$ cat src/rtl/iter_alu_if.sv
// Operand/result bundle between the EX-stage control and the iterative ALU.
// The master drives requests and operands; the slave returns results and status.
interface iter_alu_if #(parameter int WIDTH = 32);
   logic             start;
   logic [3:0]       operation;
   logic [1:0]       sign;
   logic [2:0]       cmpsignal;
   logic [WIDTH-1:0] A;
   logic [WIDTH-1:0] B;
   logic [WIDTH-1:0] Y;
   logic [WIDTH-1:0] outHI;
   logic [WIDTH-1:0] outLO;
   logic [3:0]       carryFlag;
   logic             busy;
   logic             done;
   logic             div_zero;

   modport master (output start, operation, sign, cmpsignal, A, B,
                   input  Y, outHI, outLO, carryFlag, busy, done, div_zero);
   modport slave  (input  start, operation, sign, cmpsignal, A, B,
                   output Y, outHI, outLO, carryFlag, busy, done, div_zero);
endinterface

$ cat src/rtl/iter_alu.sv
// Clocked ALU: single-cycle ops return a registered Y; mul/div iterate over
// magnitudes for WIDTH cycles and apply signs in a final fix-up cycle.
//   state  | meaning
//   S_IDLE | accepting requests, single-cycle ops complete here
//   S_MUL  | shift-add multiply, one multiplier bit per cycle
//   S_DIV  | restoring divide, one quotient bit per cycle
//   S_FIX  | sign correction, HI/LO written, done pulsed
module iter_alu #(
   parameter int WIDTH = 32,
   parameter int SHW   = $clog2(WIDTH)
) (
   input logic        clk,
   input logic        reset,
   iter_alu_if.slave  bus
);
   localparam int CW = $clog2(WIDTH) + 1;

   localparam logic [1:0] S_IDLE = 2'd0;
   localparam logic [1:0] S_MUL  = 2'd1;
   localparam logic [1:0] S_DIV  = 2'd2;
   localparam logic [1:0] S_FIX  = 2'd3;

   localparam logic [3:0] OP_ADD = 4'h1;
   localparam logic [3:0] OP_MUL = 4'h2;
   localparam logic [3:0] OP_DIV = 4'h3;

   logic [1:0]         state_q, state_d;
   logic [CW-1:0]      cnt_q, cnt_d;
   logic [WIDTH-1:0]   y_q, y_d, hi_q, hi_d, lo_q, lo_d;
   logic [WIDTH-1:0]   wh_q, wh_d, wl_q, wl_d, opnd_q, opnd_d;
   logic [3:0]         flags_q, flags_d;
   logic               done_q, done_d, dz_q, dz_d;
   logic               is_div_q, is_div_d, neg_res_q, neg_res_d;
   logic               neg_rem_q, neg_rem_d, div0_q, div0_d;

   logic [WIDTH-1:0]   b_eff, alu_y, a_mag, b_mag, m_add, d_sub, q_fix, r_fix;
   logic [WIDTH:0]     sum_ext, m_sum, d_shift;
   logic [2*WIDTH-1:0] prod_neg;
   logic               add_v, cmp_eq, cmp_lt, cmp_res, d_ge;

   always_comb begin
      b_eff   = bus.sign[0] ? ~bus.B : bus.B;
      sum_ext = {1'b0, bus.A} + {1'b0, b_eff} + {{WIDTH{1'b0}}, bus.sign[0]};
      // Overflow in A + b_eff covers subtract too, since b_eff is already inverted.
      add_v   = bus.sign[1] & (bus.A[WIDTH-1] == b_eff[WIDTH-1])
                & (sum_ext[WIDTH-1] != bus.A[WIDTH-1]);
      cmp_eq  = (bus.A == bus.B);
      cmp_lt  = bus.sign[1] ? ($signed(bus.A) < $signed(bus.B)) : (bus.A < bus.B);
      case (bus.cmpsignal)
         3'b000:  cmp_res = cmp_eq;
         3'b001:  cmp_res = ~cmp_eq;
         3'b010:  cmp_res = cmp_lt;
         3'b011:  cmp_res = cmp_lt | cmp_eq;
         3'b100:  cmp_res = ~(cmp_lt | cmp_eq);
         3'b101:  cmp_res = ~cmp_lt;
         default: cmp_res = 1'b0;
      endcase
      case (bus.operation)
         4'h0:    alu_y = bus.B;
         4'h1:    alu_y = sum_ext[WIDTH-1:0];
         4'h4:    alu_y = bus.A & bus.B;
         4'h5:    alu_y = bus.A | bus.B;
         4'h6:    alu_y = ~(bus.A | bus.B);
         4'h7:    alu_y = bus.B >> bus.A[SHW-1:0];
         4'h8:    alu_y = bus.B << bus.A[SHW-1:0];
         4'h9:    alu_y = $unsigned($signed(bus.B) >>> bus.A[SHW-1:0]);
         4'hA:    alu_y = {bus.A[WIDTH/2-1:0], {(WIDTH/2){1'b0}}};
         4'hB:    alu_y = bus.B + WIDTH'(4);
         4'hC:    alu_y = bus.A ^ bus.B;
         4'hD:    alu_y = {{(WIDTH-1){1'b0}}, cmp_res};
         default: alu_y = y_q;
      endcase
      a_mag = (bus.sign[1] && bus.A[WIDTH-1]) ? -bus.A : bus.A;
      b_mag = (bus.sign[1] && bus.B[WIDTH-1]) ? -bus.B : bus.B;
   end

   always_comb begin
      m_add    = wl_q[0] ? opnd_q : '0;
      m_sum    = {1'b0, wh_q} + {1'b0, m_add};
      d_shift  = {wh_q, wl_q[WIDTH-1]};
      d_ge     = (d_shift >= {1'b0, opnd_q});
      d_sub    = d_shift[WIDTH-1:0] - opnd_q;
      prod_neg = -{wh_q, wl_q};
      q_fix    = neg_res_q ? -wl_q : wl_q;
      r_fix    = neg_rem_q ? -wh_q : wh_q;
   end

   always_comb begin
      state_d   = state_q;
      cnt_d     = cnt_q;
      y_d       = y_q;
      hi_d      = hi_q;
      lo_d      = lo_q;
      wh_d      = wh_q;
      wl_d      = wl_q;
      opnd_d    = opnd_q;
      flags_d   = flags_q;
      done_d    = 1'b0;
      dz_d      = dz_q;
      is_div_d  = is_div_q;
      neg_res_d = neg_res_q;
      neg_rem_d = neg_rem_q;
      div0_d    = div0_q;
      case (state_q)
         S_IDLE: begin
            if (bus.start) begin
               dz_d = 1'b0;
               if (bus.operation == OP_MUL || bus.operation == OP_DIV) begin
                  state_d   = (bus.operation == OP_MUL) ? S_MUL : S_DIV;
                  is_div_d  = (bus.operation == OP_DIV);
                  cnt_d     = CW'(WIDTH);
                  wh_d      = '0;
                  wl_d      = a_mag;
                  opnd_d    = b_mag;
                  neg_res_d = bus.sign[1] & (bus.A[WIDTH-1] ^ bus.B[WIDTH-1]);
                  neg_rem_d = bus.sign[1] & bus.A[WIDTH-1];
                  div0_d    = (bus.B == '0);
               end else begin
                  y_d    = alu_y;
                  done_d = 1'b1;
                  if (bus.operation == OP_ADD)
                     flags_d = {sum_ext[WIDTH], (sum_ext[WIDTH-1:0] == '0),
                                sum_ext[WIDTH-1], add_v};
               end
            end
         end
         S_MUL: begin
            wh_d  = m_sum[WIDTH:1];
            wl_d  = {m_sum[0], wl_q[WIDTH-1:1]};
            cnt_d = cnt_q - CW'(1);
            if (cnt_q == CW'(1)) state_d = S_FIX;
         end
         S_DIV: begin
            wh_d  = d_ge ? d_sub : d_shift[WIDTH-1:0];
            wl_d  = {wl_q[WIDTH-2:0], d_ge};
            cnt_d = cnt_q - CW'(1);
            if (cnt_q == CW'(1)) state_d = S_FIX;
         end
         default: begin
            state_d = S_IDLE;
            done_d  = 1'b1;
            if (is_div_q) begin
               // With a zero divisor the remainder path reproduces |A|, so the
               // dividend-sign fix-up hands back A unchanged.
               hi_d = r_fix;
               lo_d = div0_q ? '1 : q_fix;
               dz_d = div0_q;
            end else begin
               {hi_d, lo_d} = neg_res_q ? prod_neg : {wh_q, wl_q};
            end
         end
      endcase
   end

   always_ff @(posedge clk) begin
      if (reset) begin
         state_q   <= S_IDLE;
         cnt_q     <= '0;
         y_q       <= '0;
         hi_q      <= '0;
         lo_q      <= '0;
         wh_q      <= '0;
         wl_q      <= '0;
         opnd_q    <= '0;
         flags_q   <= '0;
         done_q    <= 1'b0;
         dz_q      <= 1'b0;
         is_div_q  <= 1'b0;
         neg_res_q <= 1'b0;
         neg_rem_q <= 1'b0;
         div0_q    <= 1'b0;
      end else begin
         state_q   <= state_d;
         cnt_q     <= cnt_d;
         y_q       <= y_d;
         hi_q      <= hi_d;
         lo_q      <= lo_d;
         wh_q      <= wh_d;
         wl_q      <= wl_d;
         opnd_q    <= opnd_d;
         flags_q   <= flags_d;
         done_q    <= done_d;
         dz_q      <= dz_d;
         is_div_q  <= is_div_d;
         neg_res_q <= neg_res_d;
         neg_rem_q <= neg_rem_d;
         div0_q    <= div0_d;
      end
   end

   assign bus.Y         = y_q;
   assign bus.outHI     = hi_q;
   assign bus.outLO     = lo_q;
   assign bus.carryFlag = flags_q;
   assign bus.busy      = (state_q != S_IDLE);
   assign bus.done      = done_q;
   assign bus.div_zero  = dz_q;
endmodule
$ cat src/flat_wrapper.sv
// flat-port wrapper written by rule: the top's interface ports become plain ports
module iter_alu_flat 
#(
   parameter int WIDTH = 32,
   parameter int SHW   = $clog2(WIDTH)
)
  (clk, reset, bus_start, bus_operation, bus_sign, bus_cmpsignal, bus_A, bus_B, bus_Y, bus_outHI, bus_outLO, bus_carryFlag, bus_busy, bus_done, bus_div_zero);
  iter_alu_if #(.WIDTH(WIDTH)) bus_i ();
  input logic clk;
  input logic reset;
  input wire logic [$bits(bus_i.start)-1:0] bus_start;
  input wire logic [$bits(bus_i.operation)-1:0] bus_operation;
  input wire logic [$bits(bus_i.sign)-1:0] bus_sign;
  input wire logic [$bits(bus_i.cmpsignal)-1:0] bus_cmpsignal;
  input wire logic [$bits(bus_i.A)-1:0] bus_A;
  input wire logic [$bits(bus_i.B)-1:0] bus_B;
  output wire logic [$bits(bus_i.Y)-1:0] bus_Y;
  output wire logic [$bits(bus_i.outHI)-1:0] bus_outHI;
  output wire logic [$bits(bus_i.outLO)-1:0] bus_outLO;
  output wire logic [$bits(bus_i.carryFlag)-1:0] bus_carryFlag;
  output wire logic [$bits(bus_i.busy)-1:0] bus_busy;
  output wire logic [$bits(bus_i.done)-1:0] bus_done;
  output wire logic [$bits(bus_i.div_zero)-1:0] bus_div_zero;
  assign bus_i.start = bus_start;
  assign bus_i.operation = bus_operation;
  assign bus_i.sign = bus_sign;
  assign bus_i.cmpsignal = bus_cmpsignal;
  assign bus_i.A = bus_A;
  assign bus_i.B = bus_B;
  assign bus_Y = bus_i.Y;
  assign bus_outHI = bus_i.outHI;
  assign bus_outLO = bus_i.outLO;
  assign bus_carryFlag = bus_i.carryFlag;
  assign bus_busy = bus_i.busy;
  assign bus_done = bus_i.done;
  assign bus_div_zero = bus_i.div_zero;
  iter_alu #(.WIDTH(WIDTH), .SHW(SHW)) u_core (.clk(clk), .reset(reset), .bus(bus_i));
endmodule
$ cat config.mk
export PLATFORM = sky130hd
export DESIGN_NAME = iter_alu_flat
export DESIGN_NICKNAME = d
export VERILOG_FILES = /design/src/rtl/iter_alu_if.sv /design/src/rtl/iter_alu.sv /design/src/flat_wrapper.sv
export SDC_FILE = /design/constraint.sdc
export NUM_CORES = 1
export LEC_CHECK = 0
export BUFFER_PORTS_ARGS = -buffer_cell sky130_fd_sc_hd__buf_4
export CORE_MARGIN = 5
export CORE_UTILIZATION = 41
export DETAILED_ROUTE_END_ITERATION = 10
export GPL_ROUTABILITY_DRIVEN = 0
export GPL_TIMING_DRIVEN = 0
export PLACE_DENSITY_LB_ADDON = 0.3
export REMOVE_ABC_BUFFERS = 1
export SYNTH_ARGS = -nofsm -noshare
export SYNTH_HDL_FRONTEND = slang
export SYNTH_SLANG_ARGS = --single-unit
$ cat constraint.sdc
create_clock -name clk -period 13.8 [get_ports clk]
set_input_delay 1.38 -clock clk [delete_from_list [all_inputs] [get_ports clk]]
set_output_delay 1.38 -clock clk [all_outputs]
set_load 0.01 [all_outputs]
; ---- Yosys cells after proc, flatten, opt, wreduce, memory -nomap -nowiden
; Index checks and enable logic that the tools add are counted.
[word_totals]
in_bits = 76
elab_cells = 131
reg_bits = 210
out_inout_bits = 103
[classes]
n_addsub = 11
n_mux = 34
shift = 3
reduce_logical = 22
n_eq_ne = 27
bitwise_logic = 16
order_cmp = 3
[ops]
columns = operator, n
row1 = $mux W32, 14
row2 = $pmux W32 S12, 1
row3 = $pmux W32 S3, 2
row4 = $neg A32 Y32, 4
row5 = $add A32 B32 Y33, 2
row6 = $logic_not A32 Y1, 2
row7 = $lt A32 B32 Y1, 2
row8 = $mux W64, 1
row9 = $neg A64 Y64, 1
row10 = $not A32 Y32, 2
row11 = $add A33 B1 Y33, 1
row12 = $ge A33 B32 Y1, 1
row13 = $add A32 B3 Y32 const B, 1
row14 = $and A32 B32 Y32, 1
row15 = $eq A32 B32 Y1, 1
row16 = $or A32 B32 Y32, 1
row17 = $shl A32 B5 Y32, 1
row18 = $shr A32 B5 Y32, 1
row19 = $sshr A32 B5 Y32, 1
row20 = $sub A32 B32 Y32, 1
row21 = $xor A32 B32 Y32, 1
row22 = $eq A4 B4 Y1 const B, 6
row23 = $eq A4 B3 Y1 const B, 4
row24 = $reduce_and A3 Y1, 5
row25 = 35 further kinds, 59

; ---- Logic depth before layout (Yosys ltp)
[logic_depth]
ltp_word = 6
mapped_depth = 17

; ---- Least setup slack after synthesis
; Ideal clock, no wire load.
[synth_timing]
path_type = input to register
start = input bus_A[0]
end = register u_core.flags_q[2] (netlist: u_core.bus.carryFlag[2])
arrival_ps = 5320
required_time_ps = 13713
setup_time_ps = 87
slack_ps = 8393
stages = 15
n_path_buf = 5
path_cell_list = clkbuf_1 buf_2 buf_1 clkbuf_1 clkbuf_1 inv_1 ha_1 or3b_2 a2111oi_0 nand4bb_1 nor4bb_1 nand4_1 nor4_1 nand4b_1 o31ai_1
[synth_via]
elab_chain_cells = 3
[synth_rtl]
columns = element, line_no
row1 = start: declaration, flat_wrapper.sv:15  ; input wire logic [$bits(bus_i.A)-1:0] bus_A;
row2 = $add A32 B32 Y33, iter_alu.sv:43  ; sum_ext = {1'b0, bus.A} + {1'b0, b_eff} + {{WIDTH{1'b0}}, bus.sign[0]};
row3 = $add A33 B1 Y33, iter_alu.sv:43
row4 = $logic_not A32 Y1, iter_alu.sv:122  ; flags_d = {sum_ext[WIDTH], (sum_ext[WIDTH-1:0] == '0),
row5 = end signal: assignment, iter_alu.sv:181  ; flags_q <= flags_d;
row6 = end: declaration, iter_alu.sv:31  ; logic [3:0] flags_q, flags_d;
; Every way passes these cells.
; A chain may end at the register's enable or synchronous reset.

; ---- Worst setup path after layout
; Ends and elaborated chain as after synthesis.

==> metrics.md <==
| Metric | Value |
|---|---|
| Total power | `2.364 mW` |
| Share of cells above drive strength 1 | `10.78%` |
| Hold Buf Count CTS | `0` |
| # fillers | `5832` |
| Post-CTS Setup Bufs | `0` |
| HPWL Detailed | `68.20 mm` |
| Final setup viols | `0` |
| Final TNS setup | `0 ns` |
| Peak VDD IR | `0.1005 mV` |
| CP Launch Type | `primary input` |
| Core Box Area | `57370 sq um` |
| Post-synth EDFFs | `0` |
| Pre-CTS WS | `7.599 ns` |
| Vias in the first global route | `between 20000 and 25000` |
| Starting Density | `41.12%` |
| DRT antenna net count | `0` |
| LEAKAGE | `10.42 nW` |
| Pwr Density | `between 90 and 100 nW/um^2` |
| DRT Pass-1 Iters | `9` |
| Seq/Total Area, Yosys | `17.82%` |
| Slew Viols, Final | `0` |
| Status | `complete, no violations` |
| Clock Path Buffers | `3` |
| Die area | `between 60000 and 70000 sq um` |
| Initial antenna violation count | `3` |
| Die Y | `249.9 microns` |
| WP data arrival | `around 6.3 ns` |
| Cell count after synthesis | `3170` |
| Req. time, crit path | `14.30 ns` |
| FMAX | `173.6 MHz` |
| Ys flop type | `dfxtp_1` |
| Final wirelength | `93.58 mm` |
| I/O Pins | `179` |
| Crit path time final | `roughly 5.8 ns` |
| Synth Register Bits | `210` |
| Gr usage total | `28.11%` |
| Layout Nets | `3427` |
| Detailed Route Iter0 Violations | `roughly 3300` |
| Vias/cell | `~6.4` |
| CP Capture Type | `flip-flop` |
| IO buf count | `178` |
| DR vias | `25130` |
| Critical path class | `in2reg` |
| Area Overhead vs Synth | `11.02%` |
| Die W | `249.9 microns` |
| Global-route wire length before repair | `141.3 mm` |
| Final hold violation count | `0` |
| RSZ-0062 raised after global routing | `no` |
| Worst skew pair latency | `0.59 ns` |
| PostCTS Resize Cnt | `0` |
| Post-route clock period utilization | `approximately two fifths` |
| CTS tree | `yes` |
| Max cap viols | `0` |
| CTS clock-pin slew for the worst setup and hold paths | `0.06 ns` |
| CTS root buffer | `clkbuf_16` |
| CTS Buf Count | `26` |
| CTS H-tree depth | `1` |
| Cell Area, Synth | `23590 sq um` |
| Grt total ovfl | `0` |
| Clk sinks | `210` |
| PnR worst setup slack | `about 8.0 ns` |
| Core Util, Final | `45.65%` |
| Dpl cell area | `around 25000 sq um` |
| Hold/Removal Path Class | `reg2reg` |
| Largest net degree at the start of global routing | `100` |
| Slew at the pin closest to its max-slew limit | `1.437 ns` |
| Cell variety after synth | `82` |
| Async SR Flop Fraction | `0%` |
| Syn_area_per_cell | `7.440 sq um` |
| DR WL/cell | `around 24 microns` |
| Drt drc | `0` |
| Rows | `88` |
| Design area | `26190 sq um` |
| Critical Path Fanout Max | `80` |
| Slew HR | `4.221%` |
| YS warnings | `0` |
| Clock skew | `0.02396 ns` |
-- layout make-up --
| class | count | area (sq um) | area share, % |
|---|---|---|---|
| Clock inverter | 13 | 118.9 | 0.4539 |
| Timing Repair Buffer | 195 | 1602 | 6.116 |
| Inverter | 151 | 568.0 | 2.169 |
| Multi-Input combinational cell | 2561 | 17980 | 68.65 |
| Antenna cell | 4 | 10.01 | 0.03822 |
| Sequential cell | 210 | 4204 | 16.05 |
| Tap cell | 765 | 957.2 | 3.655 |
| Clock buffer | 34 | 750.7 | 2.867 |
-- worst max-delay path, stage by stage --
cell and delay [ns]:
buf_4 0.92, mux2_2 0.38, inv_1 0.06, fa_1 0.40, nor2b_1 0.19, o31ai_1 0.16, a2111oi_1 0.36, clkdlybuf4s18_2 0.33
nor2_1 0.08, xor2_1 0.40, nor4bb_1 0.33, nand4_1 0.26, nor4_1 0.50, nand4b_1 0.21, o31ai_1 0.24
-- where the power goes --
group	switching (mW)	internal [mW]	total (mW)
Combinational	0.618	0.348	0.966
Clock	0.307	0.402	0.709
Sequential	0.0459	0.643	0.689
-- routing by layer --
layer  GRT usage [%]  vias to the layer above  routed length, microns  share of wire [%]
met5               0                        -                       0                  0
met4           14.03                        0                    6256                6.7
met3           5.846                      368                    9820                 10
met2           44.53                     1457                   40830                 44
met1           36.38                    11690                   36670                 39
li1                -                    11620                       -                  -
-- sequential cells by signal (all words and copies together), names as in the netlist, 2 cells and up --
| register | flops |
|---|---|
| u_core.bus.Y | 32 |
| u_core.bus.outHI | 32 |
| u_core.bus.outLO | 32 |
| u_core.opnd_q | 32 |
| u_core.wh_q | 32 |
| u_core.wl_q | 32 |
| u_core.cnt_q | 6 |
| u_core.bus.carryFlag | 4 |
| u_core.state_q | 2 |
-- metrics by stage --
stage / std cells / hold slack (ns)
after floorplan: 2922 / 0.4258
after global placement: 3865 / 0.4421
after detailed placement: 3882 / 0.4478
after CTS: 3929 / 0.4569
after global routing: 3929 / 0.4776
final: 3933 / 0.4572
-- cells in the final DEF, fill, tap and decap left out, drive strengths merged, types with 31 or more instances in the layout --
cell type / Yosys / final
a221oi: 50 / 50
mux4: 52 / 52
nor4: 31 / 31
inv: 147 / 147
ha: 203 / 203
o21ai: 177 / 177
mux2i: 62 / 62
or3: 31 / 31
a31oi: 33 / 33
xor2: 111 / 111
o31ai: 31 / 31
nor2: 372 / 372
a21o: 46 / 46
dfxtp: 210 / 210
a211oi: 100 / 100
o211ai: 35 / 35
nor3: 65 / 65
buf: 44 / 194
xnor2: 151 / 151
nand2: 273 / 273
a21oi: 253 / 253
nand3: 69 / 69
clkbuf: 204 / 34
-- cells by family after synthesis --
group | after synthesis | share of synthesized area (%)
muxes | 119 | 7.835
and+or+nand+nor | 988 | 19.05
xor gates and xnor gates | 262 | 9.729
adders and majority gates | 206 | 11.02
DFF | 210 | 17.82
AOI/OAI and AO/OA | 986 | 28.13
buffers and inverters | 399 | 6.408
-- synthesized netlist by cell type, types with 10 or more instances --
| cell | number | share of area [%] |
|---|---|---|
| nand2b_1 | 21 | 0.56 |
| nor2_1 | 371 | 5.9 |
| a222oi_1 | 17 | 0.72 |
| xor2_1 | 111 | 4.1 |
| mux2i_1 | 62 | 2.6 |
| nand2_1 | 273 | 4.3 |
| a221o_1 | 23 | 0.98 |
| o221ai_1 | 19 | 0.71 |
| o21a_1 | 10 | 0.32 |
| a21oi_1 | 253 | 5.4 |
| nand4_1 | 22 | 0.58 |
| o21ai_0 | 174 | 3.7 |
| o22ai_1 | 21 | 0.56 |
| clkbuf_1 | 203 | 3.2 |
| a22oi_1 | 24 | 0.76 |
| nor3_1 | 65 | 1.4 |
| nand3_1 | 69 | 1.5 |
| and2_1 | 18 | 0.48 |
| a211o_1 | 28 | 1.0 |
| inv_1 | 145 | 2.3 |
| o211ai_1 | 35 | 1.1 |
| a21o_1 | 46 | 1.5 |
| nor4_1 | 30 | 0.80 |
| a31oi_1 | 33 | 0.88 |
| xnor2_1 | 151 | 5.6 |
| a211oi_1 | 100 | 3.2 |
| or3_1 | 31 | 0.82 |
| o41ai_1 | 14 | 0.52 |
| o31ai_1 | 31 | 0.99 |
| a311oi_1 | 15 | 0.56 |
| o21bai_1 | 17 | 0.54 |
| o2111ai_1 | 15 | 0.56 |
| ha_1 | 203 | 11 |
| a221oi_1 | 50 | 1.9 |
| and3_1 | 18 | 0.48 |
| dfxtp_1 | 210 | 18 |
| or2_2 | 12 | 0.32 |
| mux4_2 | 52 | 5.0 |
| nor2b_1 | 21 | 0.56 |
| buf_1 | 39 | 0.62 |
-- path summary, 6_finish.rpt --
path	start	cells past startpoint	slack, ns	endpoint
worst max-delay path	bus_A[0]	15	8.04	u_core.bus.carryFlag[2]
worst min-delay path	u_core.bus.Y[10]	2	0.46	u_core.bus.Y[10]
worst max register to register	u_core.wh_q[0]	12	9.25	u_core.wh_q[29]
worst min register to register	u_core.bus.Y[10]	2	0.46	u_core.bus.Y[10]
(Power assumes the default switching activity.)
